[src/rtl/ram_arbiter.sv]
`default_nettype none
// +--------------------------------------------------------------------------+
// | Module      : ram_arbiter                                                |
// | Description : Three-requester round-robin arbiter in front of a single-  |
// |               port RAM. Each granted transaction walks IDLE -> ISSUE ->  |
// |               WAIT -> DONE. A stuck-busy RAM is aborted after TIMEOUT     |
// |               WAIT cycles and reported through err.                      |
// |               Optional feature macro: RAM_ARB_LOCK_EN (owner may hold    |
// |               the grant across transactions via lock[owner]).            |
// | Revision    : 1.0 - initial release                                      |
// +--------------------------------------------------------------------------+
module ram_arbiter #(
    parameter int DATA_WIDTH = 8,
    parameter int BUS_WIDTH  = 8,
    parameter int TIMEOUT    = 15
) (
    input  logic                    clk,
    input  logic                    rstn,
    input  logic [2:0]              req,
    input  logic [2:0]              we,
    input  logic [3*BUS_WIDTH-1:0]  addr,
    input  logic [3*DATA_WIDTH-1:0] wdata,
    input  logic [2:0]              lock,
    output logic [2:0]              gnt,
    output logic [2:0]              done,
    output logic                    err,
    output logic [DATA_WIDTH-1:0]   rdata,
    output logic [BUS_WIDTH-1:0]    ram_addr,
    output logic [DATA_WIDTH-1:0]   ram_wdata,
    output logic                    ram_rd_en,
    output logic                    ram_wr_en,
    input  logic [DATA_WIDTH-1:0]   ram_rd_data,
    input  logic                    ram_busy
);

    // Counter wide enough to hold TIMEOUT-1
    localparam int C_CNT_W = (TIMEOUT > 1) ? $clog2(TIMEOUT + 1) : 1;

    typedef enum logic [1:0] {
        S_IDLE  = 2'd0,
        S_ISSUE = 2'd1,
        S_WAIT  = 2'd2,
        S_DONE  = 2'd3
    } state_t;

    state_t                r_state;
    logic [1:0]            r_owner;
    logic [1:0]            r_last;
    logic                  r_we;
    logic [C_CNT_W-1:0]    r_cnt;
    logic [2:0]            r_gnt;
    logic [2:0]            r_done;
    logic                  r_err;
    logic [DATA_WIDTH-1:0] r_rdata;
    logic [BUS_WIDTH-1:0]  r_ram_addr;
    logic [DATA_WIDTH-1:0] r_ram_wdata;
    logic                  r_ram_rd_en;
    logic                  r_ram_wr_en;

    logic [1:0]            w_sel;
    logic [2:0]            w_sel_oh;
    logic [2:0]            w_owner_oh;
    logic                  w_we;
    logic [BUS_WIDTH-1:0]  w_addr;
    logic [DATA_WIDTH-1:0] w_wdata;

`ifdef RAM_ARB_LOCK_EN
    logic                  r_lock_hold;
`else
    // lock is part of the port list but has no effect in this build
    logic                  w_unused_lock;
    assign w_unused_lock = ^lock;
`endif

    function automatic logic [2:0] f_onehot(input logic [1:0] i_idx);
        f_onehot = 3'(3'b001 << i_idx);
    endfunction

    // Round-robin pick starting after the last owner (optionally held by lock)
    always_comb begin
        w_sel = 2'd0;
        case (r_last)
            2'd0:    w_sel = req[1] ? 2'd1 : (req[2] ? 2'd2 : 2'd0);
            2'd1:    w_sel = req[2] ? 2'd2 : (req[0] ? 2'd0 : 2'd1);
            default: w_sel = req[0] ? 2'd0 : (req[1] ? 2'd1 : 2'd2);
        endcase
`ifdef RAM_ARB_LOCK_EN
        if (r_lock_hold && ((req & f_onehot(r_owner)) != 3'b000)) begin
            w_sel = r_owner;
        end
`endif
    end

    // Steer the selected requester's transaction fields
    always_comb begin
        w_we    = we[0];
        w_addr  = addr[0 +: BUS_WIDTH];
        w_wdata = wdata[0 +: DATA_WIDTH];
        case (w_sel)
            2'd1: begin
                w_we    = we[1];
                w_addr  = addr[BUS_WIDTH +: BUS_WIDTH];
                w_wdata = wdata[DATA_WIDTH +: DATA_WIDTH];
            end
            2'd2: begin
                w_we    = we[2];
                w_addr  = addr[2*BUS_WIDTH +: BUS_WIDTH];
                w_wdata = wdata[2*DATA_WIDTH +: DATA_WIDTH];
            end
            default: ;
        endcase
    end

    assign w_sel_oh   = f_onehot(w_sel);
    assign w_owner_oh = f_onehot(r_owner);

    // Transaction FSM; all outputs are registered here
    always_ff @(posedge clk or negedge rstn) begin
        if (!rstn) begin
            r_state     <= S_IDLE;
            r_owner     <= 2'd0;
            r_last      <= 2'd2;
            r_we        <= 1'b0;
            r_cnt       <= '0;
            r_gnt       <= 3'b000;
            r_done      <= 3'b000;
            r_err       <= 1'b0;
            r_rdata     <= '0;
            r_ram_addr  <= '0;
            r_ram_wdata <= '0;
            r_ram_rd_en <= 1'b0;
            r_ram_wr_en <= 1'b0;
`ifdef RAM_ARB_LOCK_EN
            r_lock_hold <= 1'b0;
`endif
        end else begin
            // Pulsed outputs default low every cycle
            r_done      <= 3'b000;
            r_err       <= 1'b0;
            r_ram_rd_en <= 1'b0;
            r_ram_wr_en <= 1'b0;
            case (r_state)
                S_IDLE: begin
                    if (|req) begin
                        r_owner     <= w_sel;
                        r_we        <= w_we;
                        r_ram_addr  <= w_addr;
                        r_ram_wdata <= w_wdata;
                        r_ram_rd_en <= ~w_we;
                        r_ram_wr_en <= w_we;
                        r_gnt       <= w_sel_oh;
                        r_state     <= S_ISSUE;
                    end
                end
                S_ISSUE: begin
                    r_cnt   <= '0;
                    r_state <= S_WAIT;
                end
                S_WAIT: begin
                    if (!ram_busy) begin
                        if (!r_we) begin
                            r_rdata <= ram_rd_data;
                        end
                        r_done  <= w_owner_oh;
                        r_state <= S_DONE;
                    end else if (r_cnt == C_CNT_W'(TIMEOUT - 1)) begin
                        // RAM never answered: abort, rdata left untouched
                        r_done  <= w_owner_oh;
                        r_err   <= 1'b1;
                        r_state <= S_DONE;
                    end else begin
                        r_cnt <= r_cnt + 1'b1;
                    end
                end
                S_DONE: begin
                    r_gnt   <= 3'b000;
                    r_state <= S_IDLE;
`ifdef RAM_ARB_LOCK_EN
                    if ((lock & w_owner_oh) != 3'b000) begin
                        r_lock_hold <= 1'b1;
                    end else begin
                        r_lock_hold <= 1'b0;
                        r_last      <= r_owner;
                    end
`else
                    r_last <= r_owner;
`endif
                end
                default: r_state <= S_IDLE;
            endcase
        end
    end

    assign gnt       = r_gnt;
    assign done      = r_done;
    assign err       = r_err;
    assign rdata     = r_rdata;
    assign ram_addr  = r_ram_addr;
    assign ram_wdata = r_ram_wdata;
    assign ram_rd_en = r_ram_rd_en;
    assign ram_wr_en = r_ram_wr_en;

endmodule
`default_nettype wire

[config.mk]
export PLATFORM = sky130hd
export DESIGN_NAME = ram_arbiter
export DESIGN_NICKNAME = d
export VERILOG_FILES = /design/src/rtl/ram_arbiter.sv
export SDC_FILE = /design/constraint.sdc
export NUM_CORES = 1
export LEC_CHECK = 0
export CORE_ASPECT_RATIO = 1.2
export CORE_MARGIN = 2
export CORE_UTILIZATION = 30
export DETAILED_ROUTE_END_ITERATION = 16
export SLEW_MARGIN = 15
export SYNTH_ARGS = -nofsm -noshare
export SYNTH_HDL_FRONTEND = slang
export SYNTH_SLANG_ARGS = --single-unit
[constraint.sdc]
create_clock -name clk -period 2.8 [get_ports clk]
set_clock_uncertainty 0.1 [all_clocks]
set_input_delay 0.7 -clock clk [delete_from_list [all_inputs] [get_ports clk]]
set_output_delay 0.7 -clock clk [all_outputs]
set_load 0.01 [all_outputs]
=== Yosys cells after proc, flatten, opt, wreduce, memory -nomap -nowiden ===
Cells that the tools add are included.
W data, S select, Z words.

* Flip-flop bits (word level): 44
* Output and inout port bits: 33
* Word-level logic and storage cells: 69

* Reduce and logical (&&, ||, !) cells: 10
* Bitwise logic cells: 3
* Multiplexer cells: 29
* Shift operators: 2
* Eq/ne operators: 11
* Add/sub/neg operators: 1

{| class="wikitable"
|+ Operators by type and width
! kind !! number
|-
| $pmux W8 S2 || 2
|-
| $mux W2 || 8
|-
| $mux W3 || 4
|-
| $mux W1 || 8
|-
| $mux W4 || 2
|-
| $pmux W2 S4 || 1
|-
| $pmux W4 S2 || 1
|-
| $eq A2 B1 Y1 const B || 3
|-
| $eq A2 B2 Y1 const B || 3
|-
| $ne A2 B2 Y1 const B || 3
|-
| $pmux W3 S2 || 1
|-
| $reduce_and A2 Y1 || 3
|-
| $reduce_and A3 Y1 || 2
|-
| $shl A1 B2 Y3 const A || 2
|-
| $add A4 B1 Y4 const B || 1
|-
| $eq A4 B4 Y1 const B || 1
|-
| $logic_not A2 Y1 || 2
|-
| $pmux W2 S2 || 1
|-
| $reduce_bool A2 Y1 || 2
|-
| $ne A3 B3 Y1 const B || 1
|-
| $not A1 Y1 || 3
|-
| $reduce_or A3 Y1 || 1
|-
| $pmux W1 S2 || 1
|}

=== Depth between registers and ports, before layout ===
Gate-level depths: netlist (run 1).

* Word-level depth: 8
* Depth in mapped cells: 9
* Depth with buffers taken out: 7

=== Least setup slack after synthesis (run 1) ===
OpenSTA, ideal clock, no wires.

* Path type: in2reg
* From: in req[2]
* To: reg r_ram_addr[0] (netlist: ram_addr[0])
* Path slack: 307 ps
* Stages: 8
* Data arrival time: 2275 ps
* Library setup time: 118 ps
* Cell sequence: or3b_1 -> a21oi_1 -> a31oi_1 -> ha_1 -> buf_2 -> clkbuf_1 -> a211oi_1 -> a21o_1

* Cells in the longest elaborated chain, start to end: 5
* Elaborated cells between the ends (all ways): 9

{| class="wikitable"
|+ RTL lines
! what !! RTL line !! text
|-
| start, declared || 19 || <nowiki>input logic [2:0] req,</nowiki>
|-
| $mux W2 (2 in a row) || 83 || <nowiki>2'd0: w_sel = req[1] ? 2'd1 : (req[2] ? 2'd2 : 2'd0);</nowiki>
|-
| $pmux W2 S2 || 82 || <nowiki>case (r_last)</nowiki>
|-
| $eq A2 B2 Y1 / $eq A2 B1 Y1 (equally long branches) || 99 || <nowiki>case (w_sel)</nowiki>
|-
| $pmux W8 S2 || 99 ||
|-
| end signal, assigned || 147 || <nowiki>r_ram_addr <= w_addr;</nowiki>
|-
| end, declared || 55 || <nowiki>logic [BUS_WIDTH-1:0] r_ram_addr;</nowiki>
|}

Several ways; a longest one is shown, not always the timed one.
A chain may end at the register's enable or synchronous reset.

=== Worst setup path in the final report (run 1) ===
* From: in req[0]
* To: reg r_ram_addr[4] (netlist: ram_addr[4])

* Cells in the longest elaborated chain, start to end: 5
* Elaborated cells between the ends (all ways): 9

{| class="wikitable"
|+ RTL lines
! what !! RTL line !! text
|-
| $mux W1 || 84 || <nowiki>2'd1: w_sel = req[2] ? 2'd2 : (req[0] ? 2'd0 : 2'd1);</nowiki>
|-
| $mux W2 || 84 ||
|-
| $pmux W2 S2 || 82 ||
|-
| $eq A2 B2 Y1 / $eq A2 B1 Y1 (equally long branches) || 99 ||
|-
| $pmux W8 S2 || 99 ||
|}

Several ways; a longest one is shown, not always the timed one.

==> results of run 1 <==
[cell usage after synthesis, types with 3 or more instances]
cell type  number  area [µm²]
a22oi_1        17         128
buf_2           9        45.0
ha_1           10         125
o21ai_0         3        15.0
nand2_1        11        41.3
a211oi_1       18         135
dfrtp_1        43        1080
inv_1           9        33.8
a31oi_1         3        18.8
a21o_1         17         128
mux2_2          9         101
nand3_1         7        35.0
nand4b_1        3        26.3
a21oi_1         5        25.0
nor2_1         20        75.1
[kinds of logic (layout without fill, tap and decap cells)]
group | after synthesis | after routing | synth area share, %
adder cells (fa/ha/maj) | 10 | 10 | 5.49
AND/OR/NAND/NOR | 55 | 55 | 12.9
flip-flops | 44 | 44 | 48.4
multiplexers | 12 | 12 | 5.99
AO/OA/AOI/OAI | 69 | 69 | 22.3
buffers and inverters | 23 | 130 | 4.94
[power by group through the flow]
stage / Sequential (mW) / Combinational (mW) / Clock, mW
floorplan: 1.18 / 0.976 / 0
global placement: 1.09 / 1.88 / 0
detailed placement: 1.10 / 1.91 / 0
CTS: 1.09 / 1.91 / 0.426
global route: 1.13 / 2.09 / 0.454
finish: 1.08 / 1.90 / 0.406
[layout make-up]
class                   count  area, µm²  share of cell area (%)
flip-flops and latches     44       1100                    31.1
repair buffers            113       1130                    31.8
clock buffers               5       68.8                    1.94
inverters                   9       33.8                   0.954
multi-input cells         146       1070                    30.3
well taps                  90        113                    3.18
clock inverters             3       23.8                   0.671
[final timing paths]
check | from | end | slack [ps] | cells past startpoint
setup / recovery | req[0] | ram_addr[4]$_DFFE_PN0P_ | 130 | 9
hold / removal | rstn | rdata[1]$_DFFE_PN0P_ | 230 | 1
setup reg to reg | r_last[0]$_DFFE_PN0P_ | ram_addr[4]$_DFFE_PN0P_ | 620 | 8
hold reg to reg | ram_wdata[2]$_DFFE_PN0P_ | ram_wdata[2]$_DFFE_PN0P_ | 380 | 1
max in group asynchronous | rstn | r_last[1]$_DFFE_PN1P_ | 1740 | 2
min in group clk | ram_wdata[2]$_DFFE_PN0P_ | ram_wdata[2]$_DFFE_PN0P_ | 380 | 1
[sequential cells by signal (all words and copies together), names as in the netlist, 2 cells and up]
signal / flops
r_last: 2
rdata: 8
r_state: 2
r_owner: 2
done: 3
ram_addr: 8
r_cnt: 4
ram_wdata: 8
gnt: 3
[per-layer routing]
layer / routed length, µm / vias up / track usage, % / share of wire (%)
li1: - / 994 / - / -
met1: 2460 / 911 / 18.0 / 42
met2: 3020 / 59 / 25.2 / 52
met3: 272 / 5 / 3.32 / 4.7
met4: 56 / 0 / 4.09 / 0.96
met5: 0 / - / 0 / 0
[placed cells by master, fill, tap and decap left out, types with 2 or more instances in the layout]
| cell | n |
|---|---|
| a211oi_1 | 18 |
| a21o_1 | 17 |
| a21oi_1 | 5 |
| a22oi_1 | 17 |
| a31oi_1 | 3 |
| and4b_1 | 2 |
| buf_12 | 3 |
| buf_4 | 12 |
| clkbuf_8 | 5 |
| clkdlybuf4s50_1 | 96 |
| clkinvlp_4 | 2 |
| dfrtp_1 | 43 |
| ha_1 | 9 |
| inv_1 | 9 |
| mux2_2 | 9 |
| mux2i_1 | 2 |
| nand2_1 | 11 |
| nand2b_1 | 2 |
| nand3_1 | 7 |
| nand4b_1 | 3 |
| nor2_1 | 20 |
| o21ai_0 | 3 |
[worst max-delay path: cells and delay by family]
| family | cells | cell delay [ps] |
|---|---|---|
| fa+ha+maj | 1 | 400 |
| compound gates | 4 | 680 |
| simple gates | 2 | 420 |
| buf+inv | 2 | 590 |
==> metrics.txt, run 1 <==
Non-Filler Instances 410; H-tree Lvls 2; Final Power 3.38 mW; DRT Pass-1 Iters 4; Pleak 1.56 nW; CTS tree done; power density cells 955 mW/mm²; Worst Hold Class in2async; Post-DP Area 0.00344 mm²; DRT iter0 DRCs 34; P&R area growth vs syn 55.5%; die area 0.00831 mm²; min cycle time layout 2670 ps; # rows 34; Final ANT Viol Nets 0; WL per Instance 14.2 µm; Period Utilization, post-route 95.2%; dpl ws -130 ps; Detailed Place HPWL 4490 µm; crit path capture type flop; slack of the critical path 134 ps; initial core utilization 31.1%; Final Hold Fails 0; port bufs 97; Antenna Cells 0; drc violations 0; Psw 1.25 mW; fraction of registers with async set/reset 100%; top_reg_cell synth dfrtp_1; switch share 36.9%; sequential share of the synthesized area 48.4%; synthesis-stage register bit count 44; critical path required time 2940 ps; GPL Wtd Cong 0.737; GRT Overall Usage 14.4%; FMAX 0.375 GHz; total I/O pin count 101; root buf cell clkbuf_8; postcts setup bufs 0; hold slack final 233 ps; Synth Warn # 0; highest-delay cell along the critical path clkdlybuf4s50_1; Clock Path Buffers 2; crit path max fanout 22; total wire length 5810 µm; internal power 2.14 mW; Post-Synthesis Cells 213; Worst-Margin Slew 435 ps; share of cells above drive strength 1 13.1%; placed cell count 402; Die X 83.5 µm; total gr overflow 0; global-route wire length before repair 9680 µm; post-synth cell types 39; max-slew violations 0; CP Class in2reg; Design Area, Final 0.00354 mm²; register share of total power 32.0%; Avg Cell Area, Syn 10.7 µm²; Critical Path Start Type input pin; final core occ 48.4%; CP Cell Sequence clkdlybuf4s50_1 > or3b_1 > a21oi_1 > a31oi_1 > ha_2 > buf_12 > nor2_1 > a211oi_1 > a21o_1; initial antenna violation count 0; largest net degree at the start of global routing 39; Via Count 1969; combinational share of power 56.0%; Final setup viols 0; Rel. slew slack 71.0%; # hold bufs at CTS 0; NumNets Final 397; Post-synth EDFFs 0; fillers 713; Clk pwr share 12.0%; run status complete, no violations; Clock transition at path regs 90 ps; clock latency on the worst-skew pair 300 ps; vias in the first global route 1994; Mapped Area 0.00228 mm²; setup_tns 0 ps; VDD IR-drop max 0.000437 V; Die H 99.4 µm; arrival time at the worst endpoint 2800 ps; Post-CTS Resized 0; max-cap violation count 0; core area 0.00732 mm²; CTS buffer count 5; slowest stage delay, CP 430 ps; CTS sink count 44; Via-to-Cell Ratio 4.80; Syn Nets 291
No activity file was read; power rests on OpenSTA's default activity.
==> inputs of run 2 (changes only) <==
==> constraint.sdc (replaced) <==
create_clock -name clk -period 2.21 [get_ports clk]
set_clock_uncertainty 0.1 [all_clocks]
set_input_delay 0.5525 -clock clk [delete_from_list [all_inputs] [get_ports clk]]
set_output_delay 0.5525 -clock clk [all_outputs]
set_load 0.01 [all_outputs]
==> run 2 against run 1 <==
Net effect:
- die area stayed put
- first-iteration DRC count is 24% higher
- count of clock-buffer cells in the layout is 1 higher
- combinational power is 53% higher
- register-to-register slack worse by 490 ps
- worst hold slack worse by 140 ps
==> metrics.txt, run 2 (synthesized netlist as in run 1, its figures left out) <==
vias in the first global route 2161; CTS tree done; run status complete, no violations; Worst-Margin Slew 471 ps; min cycle time layout 2150 ps; port bufs 97; max-slew violations 0; Worst Hold Class in2async; Final setup viols 0; total gr overflow 0; Detailed Place HPWL 4500 µm; final core occ 52.7%; Period Utilization, post-route 97.3%; r2r endpoint ram_addr[0]$_DFFE_PN0P_; Clock Path Buffers 2; clock latency on the worst-skew pair 300 ps; worst reg2reg path depth 8; area of the multi-input gates 0.00128 mm²; commonest non-fill, non-tap cell in the layout clkdlybuf4s50_1; critical path required time 2350 ps; CP Launch Point req[0]; largest net degree at the start of global routing 27; Final Hold Fails 0; total wire length 6180 µm; crit path capture type flop; R2R setup slack 130 ps; initial antenna violation count 0; Critical Path Start Type input pin; # hold bufs at CTS 0; power density cells 1240 mW/mm²; CTS buffer count 5; R2R Path Start r_last[0]$_DFFE_PN0P_; max-cap violation count 0; sequential cell area 0.00110 mm²; DRT iter0 DRCs 42; Final ANT Viol Nets 0; arrival time at the worst endpoint 2290 ps; Clock transition at path regs 90 ps; Pleak 1.64 nW; H-tree Lvls 2; Die H 99.4 µm; commonest non-fill, non-tap cells in the layout clkdlybuf4s50_1 (93), dfrtp_1 (43), nor2_1 (18); drc violations 0; FMAX 0.465 GHz; Via-to-Cell Ratio 4.95; P&R area growth vs syn 69.3%; initial core utilization 31.1%; crit path max fanout 10; core area 0.00732 mm²; NumNets Final 406; root buf cell clkbuf_8; GRT Overall Usage 15.2%; Antenna Cells 0; RSZ-0062 raised after global routing no; total I/O pin count 101; VDD IR-drop max 0.000707 V; CP Class in2reg; hold slack final 94.1 ps; die area 0.00831 mm²; Rel. slew slack 68.6%; # rows 34; Via Count 2075; fillers 671; global-route wire length before repair 10200 µm; share of cells above drive strength 1 24.9%; Die X 83.5 µm; CTS sink count 44; DRT Pass-1 Iters 4; WL per Instance 14.8 µm; CP endpoint ram_addr[0]$_DFFE_PN0P_; GPL Wtd Cong 0.815
==> run 2: report_power, final <==
group | leakage (nW) | switching (mW) | internal (mW)
clock | 0.0434 | 0.279 | 0.253
sequential | 0.552 | 0.202 | 1.16
combinational | 1.05 | 1.31 | 1.58
total | 1.64 | 1.80 | 3.00
==> run 2: cell type report <==
class | count | area share [%]
clock buffers | 6 | 2.14
well taps | 90 | 2.92
multi-input cells | 146 | 33.2
flip-flops and latches | 44 | 28.6
repair buffers | 122 | 31.9
inverters | 9 | 0.876
clock inverters | 2 | 0.389
==> run 2: routing by layer <==
layer	global-route usage (%)	vias to the layer above	part of all wire [%]
met5	0	-	0
met2	26.1	59	50
li1	-	1010	-
met3	3.32	10	4.3
met1	19.0	996	43
met4	5.58	0	1.9
==> run 2: through the flow <==
step	setup TNS (ps)	area, µm²	instances	total power, mW	setup WS [ps]
2_1_floorplan	0	2310	213	2.82	24.9
3_3_place_gp	-10020	3520	408	3.86	-553
3_5_place_dp	-10450	3520	408	3.90	-586
4_1_cts	0	3830	420	4.95	1.45
5_1_grt	0	3850	419	5.17	12.5
6_report	0	3850	419	4.79	59.1
==> run 2: critical path, stage by stage <==
cell and delay (ps):
clkdlybuf4s15_1 190, or3b_4 420, a21oi_4 190, a31oi_4 70, ha_4 340, buf_12 140, nor2_2 50, a211oi_2 230
a21o_1 110
==> run 2: timing repair <==
| action | 4_1_cts | 5_1_grt |
|---|---|---|
| gates cloned | 2 | 0 |
| gates resized for setup | 35 | 14 |
| buffers inserted | 2 | 1 |
| pin swaps | 4 | 9 |
| endpoints found under the hold margin | 0 | 0 |
| endpoints found under the setup margin | 19 | 18 |
==> run 2: how the worst min path moves through the flow <==
stage	startpoint	end	slack, ps
2_1_floorplan	rstn	done[0]$_DFF_PN0_	160
3_3_place_gp	ram_wdata[2]$_DFFE_PN0P_	ram_wdata[2]$_DFFE_PN0P_	360
3_5_place_dp	ram_wdata[7]$_DFFE_PN0P_	ram_wdata[7]$_DFFE_PN0P_	360
4_1_cts	rstn	r_cnt[0]$_DFFE_PN0P_	100
5_1_grt	rstn	r_cnt[0]$_DFFE_PN0P_	110
6_report	rstn	r_cnt[0]$_DFFE_PN0P_	90
==> variant 1 (flow settings as in run 2) <==
`BUS_WIDTH`: 8 -> 10.
--- a/src/rtl/ram_arbiter.sv
+++ b/src/rtl/ram_arbiter.sv
@@ -11,7 +11,7 @@
 // +--------------------------------------------------------------------------+
 module ram_arbiter #(
     parameter int DATA_WIDTH = 8,
-    parameter int BUS_WIDTH  = 8,
+    parameter int BUS_WIDTH  = 10,
     parameter int TIMEOUT    = 15
 ) (
     input  logic                    clk,
Interface: changed (resized addr and ram_addr); port bits go from 101 to 109. No check against the original RTL was run, so the function may have changed too.
==> variant 1 against run 2 <==
- wire length grew 11%
- fmax shrank 0.54%
- core utilization grew 0.25 points
- worst setup slack worse by 12 ps
- sequential share of layout area decreased by 0.35 points
- design area grew 5.8%
- register-to-register slack got worse by 80 ps
- final cell count increased by 6.7%
- total power is 8.2% higher
- sequential cell count up 2
- count of clock-buffer cells in the layout down 1
- area after synthesis is 4.7% higher
- highest routed layer unchanged
==> variant 1: results (changes against run 2) <==
Drt
The detailed-route vias per instance was 5.013 (+1.2%). The routed wire length was 6835 µm (+11%).

Placed design
The post-DP HPWL is 4871 µm (+8.1%). The placement-stage worst setup slack is -606.0 ps (-19.90 ps).

Logic synthesis
The post-synthesis share of cell area spent on full adders, half adders and majority gates is 0.05249 (-0.002452). The number of distinct library cells after synthesis is 38 (-2.6%). The synthesized netlist cell count came to 223 (+4.7%).

The sequential share of the synthesized area was 0.4835 (-0.0006014). The post-synth net total was 307 (+5.5%). Ranked by total cell area, the synthesized netlist is headed by dfrtp_1 47%, a211oi_1 6.6%, a21o_1 6.0%.

Timing
The worst hold-check slack came to 112.3 ps (+18.20 ps). The relative slew slack came to 0.6599 (-0.02586). The fmax is 0.4624 GHz (-0.54%).

Run status
The flow ran to the end, and the final reports show no timing, DRC or antenna violations.

Power and ir drop
The static leakage power is 1.760 nW (+7.3%). The total internal power is 3.228 mW (+7.7%).

Finish
The area of all placed cells without fillers is 4080 µm² (+5.8%). The number of standard cells in the final layout excluding fillers is 447 (+6.7%). The post-layout net count came to 438 (+7.9%). The number of fill cells in the layout is 698 (+4.0%). The proportion of layout cells with a drive suffix above 1 is 0.2507 (+0.001464).

CTS
The setup fix buffers added after clock tree synthesis is 4 (+2).

Setup path
The worst reg2reg path endpoint is r_we. The worst reg2reg path depth is 9 (+1). The slack of the worst reg-to-reg path is 50 ps (-80 ps).

The arrival time reported for the critical path endpoint is 2310 ps (+20 ps). The destination of the critical timing path is r_we.

Global route
The global-route wire length before repair is 10,890 µm (+6.3%). The number of global-route vias before repair is 2,235 (+3.4%).
-- variant 1: cell types whose count changed after synthesis, sizes merged --
cell    delta
dfrtp      +2
buf        -4
a21o       +2
clkbuf     +4
a22oi      +2
nor2       +2
a211oi     +2
-- variant 1: layout make-up --
class	instances	area share
Timing Repair Buffer	138	0.3389
Clock inverter	3	0.005213
Tap cell	92	0.02821
Clock buffer	5	0.01687
Sequential cell	46	0.2824
Multi-Input combinational cell	154	0.3201
Inverter	9	0.008280
-- variant 1: layer usage --
layer	global-route usage	part of all wire	up-vias
met3	0.02689	0.045	6
met2	0.2819	0.54	65
li1	-	-	1089
met1	0.1894	0.40	1081
met5	0	0	-
met4	0.05250	0.017	0
-- variant 1: power by group through the flow --
stage                     Clock, mW  Sequential (mW)  Combinational (mW)
after global routing          0.579             1.49                3.51
final                         0.522             1.44                3.22
after detailed placement          0             1.45                2.58
after floorplan                   0             1.56                1.34
after global placement            0             1.45                2.53
after CTS                     0.546             1.44                3.06
==> variant 2 (flow settings as in run 2) <==
Made on the original files. Register the output `err` once more, cleared by the reset; this adds one clock of latency there. The other outputs are not delayed to match. Comments in the files are not updated.
--- a/src/rtl/ram_arbiter.sv
+++ b/src/rtl/ram_arbiter.sv
@@ -193,7 +193,13 @@
 
     assign gnt       = r_gnt;
     assign done      = r_done;
-    assign err       = r_err;
+    always_ff @(posedge clk or negedge rstn) begin
+        if (!rstn) begin
+            err <= '0;
+        end else begin
+            err <= r_err;
+        end
+    end
     assign rdata     = r_rdata;
     assign ram_addr  = r_ram_addr;
     assign ram_wdata = r_ram_wdata;
Check against the original RTL: same outputs for any inputs over 10 cycles, from zero or initial values and one cycle with rstn low; that may be too few to reach the edited logic, so the function may still have changed.
==> variant 2 against run 2 <==
- global-route usage down 0.73 points
- hold slack better by 130 ps
- design area about the same
- worst setup slack improved by 38 ps
- wire length is 1.3% higher
- core utilization decreased by 1.8 points
- sequential cell count up 1
- total power barely moved
- count of clock-buffer cells in the layout did not move
- area after synthesis rose by 1.1%
==> variant 2: results (changes against run 2) <==
Setup path
The arrival time reported for the critical path endpoint is 2200 ps (-90 ps). The maximum fanout encountered on the critical timing path came to 7 (-3). The worst reg2reg path depth came to 8 (unchanged). The delay contributed by the slowest stage of the critical path is 290 ps (-130 ps). In this run the critical register-to-register path is launched from r_last[1]. The worst reg2reg path endpoint is ram_wdata[7].

The worst-path cell with the longest stage delay is dlygate4sd2_1.

Drt
The detailed-route vias per instance is 4.836 (-2.4%). The number of design-rule violations left by the first detailed-router iteration is 59 (+40%).

Finish
The number of standard cells in the final layout excluding fillers was 426 (+1.7%). The count of buffers not belonging to the clock network in the layout is 126 (+3.3%). The fraction of standard cell area in multi-input logic is 0.3206 (-0.01115). The fraction of cell area in non-clock buffers came to 0.3254 (+0.006378). The final-layout clock-cell area share came to 0.02273 (-0.002582).

The proportion of layout cells with a drive suffix above 1 is 0.2455 (-0.003731). The total area of multi-input combinational cells is 1235 µm² (-3.4%). The proportion of cell area occupied by registers is 0.2926 (+0.006681). The number of fill cells in the layout is 680 (+1.3%).

Placed design
The weighted congestion reported at the end of routability-driven placement was 0.8325 (+2.1%). The placement-stage worst setup slack is -530.2 ps (+55.94 ps). The post-DP HPWL is 4385 µm (-2.6%).

Power and ir drop
The fraction of power consumed by the clock network came to 0.106 (-0.005). The static leakage power is 1.663 nW (+1.4%). The maximum vdd drop is 0.0005833 V (-18%). The total internal power came to 3.024 mW (+0.91%). The power density of the placed cells is 1245 nW/µm² (+0.15%).

Global route
The number of global-route vias before repair is 1,996 (-7.6%). The global routing usage summed across all routing layers is 0.1449 (-0.007325). The largest net degree at the start of global routing is 46 (+70%).

Floorplan
The floorplan die width was 83.97 µm (+0.52%).

Timing
The worst hold-check slack is 225.0 ps (+130.8 ps). The transition time at the pin with the least slew margin was 586.4 ps (+115.0 ps). The final worst-path cycle share is 0.9560 (-0.01730).

Run status
The flow ran to the end, and the final reports show no timing, DRC or antenna violations.

Logic synthesis
The count of state elements after synthesis was 45 (+2.3%). By count the netlist is led by 44 x dfrtp_1, 20 x nor2_1, 18 x a211oi_1. By area the synthesized netlist is led by dfrtp_1 48%, a211oi_1 5.9%, a21o_1 5.5%.

The post-synth net total is 292 (+0.34%). The sequential share of the synthesized area came to 0.4897 (+0.005608).
## variant 2: cell count changes in the layout (fill, tap and decap cells not counted), sizes merged
cell / run 2 / this run
buf: 26 / 28
bufbuf: 0 / 1
clkbuf: 6 / 9
clkdlybuf4s15: 2 / 0
dfrtp: 43 / 44
## variant 2: routing by layer
metal  wire (µm)  up-vias  track usage  share of wire
li1            -     1019            -              -
met1        2766      992       0.1868           0.44
met2        3247       47       0.2480           0.52
met3         210        2      0.02961          0.034
met4          34        0      0.04094         0.0054
met5           0        -            0              0
## variant 2: critical path: cells and delay by family
kind | cells | cell delay [ps]
AOI/OAI and AO/OA | 5 | 760
adders and majority gates | 1 | 180
buffers and inverters | 2 | 560
and+or+nand+nor | 1 | 150
## variant 2: worst max-delay path by stage
| stage | from | endpoint | slack (ps) |
|---|---|---|---|
| 6_report | req[1] | ram_wdata[7] | 100 |
| 5_1_grt | req[1] | ram_wdata[5] | 10 |
| 4_1_cts | req[2] | ram_wr_en | 20 |
| 3_5_place_dp | req[2] | ram_wdata[6] | -530 |
| 3_3_place_gp | req[2] | r_we | -510 |
| 2_1_floorplan | req[2] | ram_addr[6] | 20 |
## variant 2: kinds of logic (layout without fill, tap and decap cells)
| group | Yosys count | in the layout | share of synthesized area |
|---|---|---|---|
| muxes | 12 | 12 | 0.05924 |
| and+or+nand+nor | 55 | 55 | 0.1277 |
| DFF | 45 | 45 | 0.4897 |
| buffers and inverters | 23 | 143 | 0.04891 |
| adders and majority gates | 10 | 10 | 0.05435 |
| AOI/OAI and AO/OA | 69 | 69 | 0.2201 |
## variant 2: repair_timing
action / 4_1_cts / 5_1_grt
hold endpoints to repair: 0 / 0
resized for setup: 37 / 6
pin swaps: 18 / 4
endpoints found under the setup margin: 19 / 18
buffers inserted: 3 / 4
cloned: 4 / 0
